**config.mk**
```make
export PLATFORM = sky130hd
export DESIGN_NAME = prog_clk_divider
export DESIGN_NICKNAME = d
export VERILOG_FILES = /design/src/rtl/prog_clk_divider.sv
export SDC_FILE = /design/constraint.sdc
export NUM_CORES = 2
export LEC_CHECK = 0
export CORE_MARGIN = 4
export CORE_UTILIZATION = 40
export CTS_CLUSTER_DIAMETER = 30
export CTS_CLUSTER_SIZE = 14
export DETAILED_ROUTE_END_ITERATION = 10
export GPL_TIMING_DRIVEN = 0
export PLACE_DENSITY = 0.59
export SLEW_MARGIN = 20
export SYNTH_ARGS = -nofsm -noshare
export SYNTH_HDL_FRONTEND = slang
export SYNTH_SLANG_ARGS = --single-unit
```
**constraint.sdc**
```tcl
create_clock -name i_clk -period 10.4 [get_ports i_clk]
set_input_delay 1.56 -clock i_clk [delete_from_list [all_inputs] [get_ports i_clk]]
set_output_delay 1.56 -clock i_clk [all_outputs]
set_load 0.01 [all_outputs]
```
**src/rtl/prog_clk_divider.sv**
```systemverilog
// rtl/prog_clk_divider.sv - multi-channel programmable clock divider with shadowed period/high-time reload
// Each channel runs a free counter; new settings load at the next period boundary so no period is cut short.
module prog_clk_divider #(
   parameter int SYS_CLK  = 50000000,
   parameter int DEF_FREQ = 10,
   parameter int NUM_CH   = 4,
   parameter int DIV_W    = 32,
   localparam int CH_W    = (NUM_CH > 1) ? $clog2(NUM_CH) : 1
) (
   input  logic              i_clk,
   input  logic              i_rst,
   input  logic [NUM_CH-1:0] i_en,
   input  logic              i_load,
   input  logic [CH_W-1:0]   i_load_ch,
   input  logic [DIV_W-1:0]  i_div_val,
   input  logic [DIV_W-1:0]  i_high_val,
   output logic [NUM_CH-1:0] o_clk_out,
   output logic [NUM_CH-1:0] o_tick,
   output logic [NUM_CH-1:0] o_pending,
   output logic              o_err
);

   localparam logic [DIV_W-1:0] DEF_DIV  = DIV_W'(SYS_CLK / DEF_FREQ);
   localparam logic [DIV_W-1:0] DEF_HIGH = DEF_DIV >> 1;

   logic w_ch_ok;
   logic w_valid;
   logic r_err;

   assign w_ch_ok = ({1'b0, i_load_ch} < (CH_W + 1)'(NUM_CH));
   assign w_valid = (i_div_val >= DIV_W'(2)) && (i_high_val != '0) &&
                    (i_high_val < i_div_val) && w_ch_ok;

   always_ff @(posedge i_clk) begin
      if (i_rst) r_err <= 1'b0;
      else       r_err <= i_load && !w_valid;
   end

   assign o_err = r_err;

   for (genvar c = 0; c < NUM_CH; c++) begin : g_ch
      logic [DIV_W-1:0] r_cnt;
      logic [DIV_W-1:0] r_div;
      logic [DIV_W-1:0] r_high;
      logic [DIV_W-1:0] r_sdiv;
      logic [DIV_W-1:0] r_shigh;
      logic             r_pend;
      logic             r_clk_out;
      logic             r_tick;
      logic             w_sel;
      logic             w_last;

      assign w_sel  = i_load && w_valid && (i_load_ch == CH_W'(c));
      assign w_last = (r_cnt == r_div - DIV_W'(1));

      always_ff @(posedge i_clk) begin
         if (i_rst) begin
            r_cnt     <= '0;
            r_div     <= DEF_DIV;
            r_high    <= DEF_HIGH;
            r_sdiv    <= DEF_DIV;
            r_shigh   <= DEF_HIGH;
            r_pend    <= 1'b0;
            r_clk_out <= 1'b0;
            r_tick    <= 1'b0;
         end else begin
            r_clk_out <= i_en[c] && (r_cnt < r_high);
            r_tick    <= i_en[c] && w_last;
            if (!i_en[c]) begin
               // Idle channel: settings take effect at once, a leftover shadow is flushed
               r_cnt <= '0;
               if (w_sel) begin
                  r_div   <= i_div_val;
                  r_high  <= i_high_val;
                  r_sdiv  <= i_div_val;
                  r_shigh <= i_high_val;
                  r_pend  <= 1'b0;
               end else if (r_pend) begin
                  r_div  <= r_sdiv;
                  r_high <= r_shigh;
                  r_pend <= 1'b0;
               end
            end else begin
               if (w_last) begin
                  r_cnt <= '0;
                  if (r_pend) begin
                     r_div  <= r_sdiv;
                     r_high <= r_shigh;
                     r_pend <= 1'b0;
                  end
               end else begin
                  r_cnt <= r_cnt + DIV_W'(1);
               end
               // A load on the wrap edge is written after the old shadow was consumed above
               if (w_sel) begin
                  r_sdiv  <= i_div_val;
                  r_shigh <= i_high_val;
                  r_pend  <= 1'b1;
               end
            end
         end
      end

      assign o_clk_out[c] = r_clk_out;
      assign o_tick[c]    = r_tick;
      assign o_pending[c] = r_pend;
   end

endmodule

```
==> summary.md <==
| Metric | Value |
|---|---|
| CTS max path bufs | 3 |
| Postcts setup bufs | 0 |
| Site Rows | roughly 110 |
| Mux contribution to synthesized area | approximately 2.1% |
| Combinational family with the most area after synthesis | simple AND/OR/NAND/NOR gates |
| Die height | 312 microns |
| Worst clock skew | 0.0302 ns |
| Sequential fraction of the synthesis area | 35.4% |
| Worst EP arrival | 7.24 ns |
| Pin count of the biggest net entering global routing | 17 |
| CP Capture Type | flip-flop |
| Most frequent cells in the layout | dfxtp_1, nor2_1, nand2_1 |
| Post-Synth Simple-Gate Area | between 20% and 30% |
| Layout fillers | roughly 8900 |
| Initial core utilization | about two fifths |
| Synth Area in Adders | 5.52% |
| Total GRT Usage | 27.6% |
| Max VDD drop | 0.128 mV |
| Startpoint Class | primary input |
| Final hold viol count | 0 |
| Boundary Pins | 86 |
| CTS H-tree lvls | 4 |
| Period utilization | a little under two thirds |
| CTS tree | yes |
| Vias in the first global route | roughly 33000 |
| Ratio of cells with drive above 1 in the final layout | 8.29% |
| Die W | 312 microns |
| Sequential Area | roughly 0.013 sq mm |
| Drt initial violations | about 3700 |
| Nets@finish | 5027 |
| Post-synth ARST share | 0% |
| Initial antenna violation count | 9 |
| RSZ-0062 raised after global routing | false |
| Highest Clock Rate | approximately 0.15 GHz |
| Die area | 0.0973 sq mm |
| Clk Latency, worst-skew pair | 0.75 ns |
| Max_cap viols | 0 |
| Status | finished clean |
| # placed instances | 5815 |
| Pwr dens | 189 mW/mm^2 |
| Post-CTS Hold Fix Bufs | 0 |
| Hold WC Path Type | reg -> reg |
| Post-synth EDFFs | 0 |
| Hold depth | 2 |
| Total power | 0.00842 W |
| Fin cells | between 6000 and 7000 |
| Net Count, Synth | 4806 |
| Detailed Place HPWL | between 100000 and 150000 microns |
| DR vias/cell | just under 6 |
| Clock slew at reported path FFs | approximately 0.050 ns |
| Vias | approximately 36000 |
| Post-route ant nets | 0 |
| Yosys warning count | 0 |
| DRC | 0 |
| Setup TNS | 0 ns |
| Post-CTS sizing | 0 |
| Mapped Area | 0.0370 sq mm |
| Syn avg cell area | just over 8 sq um |
| First-pass GRT wire length | around 210000 microns |
| Worst reg2reg startpoint | g_ch[3].r_div[9] |
| Max-Slew Margin vs Limit | around a tenth |
| Final WL | 139000 microns |
| Placeable Area | around 0.09 sq mm |
| I/O Buffers | 58 |
| Actual slew at the worst max-slew pin | 1.34 ns |
| Global placer's final weighted congestion | 0.944 |
| R2R depth | 11 |
| Final Slew Violations | 0 |
| Worst-path maximum fanout | 10 |
| Synth unique cells | 93 |
| Multi-input gate area | about 0.021 sq mm |
| Leakage | around 17 nW |
| Worst setup startpoint | i_div_val[22] |
| #FFs+latches synth | approximately 650 |
| Num CTS Buffers | 160 |
| Setup Viol. Count Final | 0 |
| Leading cell type in the layout, fill and taps excluded | dfxtp_1 |
| Worst hold start | g_ch[3].r_sdiv[15] |
| Post-route minimum period | around 6.7 ns |
| Crit path required time | about 11 ns |
| Drt wl/cell | approximately 23 microns |
| P&R area growth vs syn | 20.8% |
| Final core utilization | around 50% |
| DRT Pass-1 Iters | 7 |
| Xor and xnor area share after synthesis | roughly 6.3% |
| Prevailing post-synth register cell | dfxtp_1 |
| Gr ovfl total | 0 |
| Synth Area in Compound Gates | approximately a fifth |
| Post-Synthesis Cells | 4570 |
| CTS Root Cell | clkbuf_16 |
| Crit path kind | in -> reg |
| TritonCTS Sinks | approximately 650 |
[cell usage after synthesis (81+ instances only)]
cell / count / area [sq um]
ha_1: 163 / 2040
inv_1: 272 / 1020
dfxtp_1: 653 / 13100
nand3_1: 121 / 606
a21oi_1: 278 / 1390
clkbuf_1: 314 / 1180
xnor2_1: 134 / 1170
o21ai_0: 160 / 801
xor2_1: 129 / 1130
nand2_1: 405 / 1520
nor2_1: 517 / 1940
nand4_1: 81 / 507
[registers in the layout, summed over array words and instances (netlist names)]
register	cells
g_ch.r_pend	4
g_ch.r_shigh	128
g_ch.r_tick	4
g_ch.r_div	128
o_err	1
g_ch.r_high	128
g_ch.r_cnt	128
g_ch.r_sdiv	128
g_ch.r_clk_out	4
[path summary, 6_finish.rpt]
kind	slack [ns]	endpoint
setup / recovery	3.75	g_ch[3].r_high[20]
hold / removal	0.45	g_ch[3].r_sdiv[15]
setup reg to reg	5.58	g_ch[3].r_cnt[28]
hold reg to reg	0.45	g_ch[3].r_sdiv[15]
[kinds of logic (layout without fill, tap and decap cells)]
group                    after synthesis  in the layout
multiplexers                          77             77
adder cells (fa/ha/maj)              163            163
XOR/XNOR                             264            264
buffers and inverters                643            994
flip-flops                           653            653
AND/OR/NAND/NOR                     1719           1719
other                                  0              9
AO/OA/AOI/OAI                       1051           1051
[layout make-up]
| cell class | count | area share [%] |
|---|---|---|
| Tap cell | 1186 | 3.32 |
| Sequential cell | 653 | 29.3 |
| Inverter | 275 | 2.31 |
| Buffer | 368 | 3.33 |
| Clock buffer | 214 | 10.1 |
| Clock inverter | 78 | 2.33 |
| Timing Repair Buffer | 59 | 1.33 |
| Antenna cell | 9 | 0.0505 |
| Multi-Input combinational cell | 3274 | 47.9 |
[report_power, final]
part           internal [W]  switching, W  total (W)
Sequential          0.00258     0.0000534    0.00263
Combinational      0.000208      0.000440   0.000648
Clock               0.00355       0.00159    0.00514
Total               0.00634       0.00209    0.00842
[routing by layer]
layer | wire length (microns) | vias up | global-route usage, %
met4 | 6730 | 4 | 13.1
li1 | - | 16800 | -
met2 | 57100 | 1561 | 40.1
met5 | 30 | - | 0
met1 | 61200 | 17000 | 37.6
met3 | 14100 | 355 | 7.89
[critical path, stage by stage]
cell,delay [ns]
clkdlybuf4s50_1,0.85
inv_1,0.36
ha_1,0.40
nand4_1,0.14
nor4_1,0.59
o21ai_0,0.22
a31oi_1,0.73
nor2_1,0.22
nand4_1,0.52
nor2_1,0.22
o211ai_1,0.37
clkbuf_1,0.43
clkbuf_1,0.49
o2bb2ai_1,0.12
[through the flow]
step           area, sq um  hold slack (ns)  worst slack [ns]
2_1_floorplan        37000            0.431              5.50
3_3_place_gp         39000            0.437              3.33
3_5_place_dp         39000            0.443              3.26
4_1_cts              44600            0.449              4.04
5_1_grt              44600            0.464              3.71
6_report             44600            0.451              3.75
(Power assumes the default switching activity.)
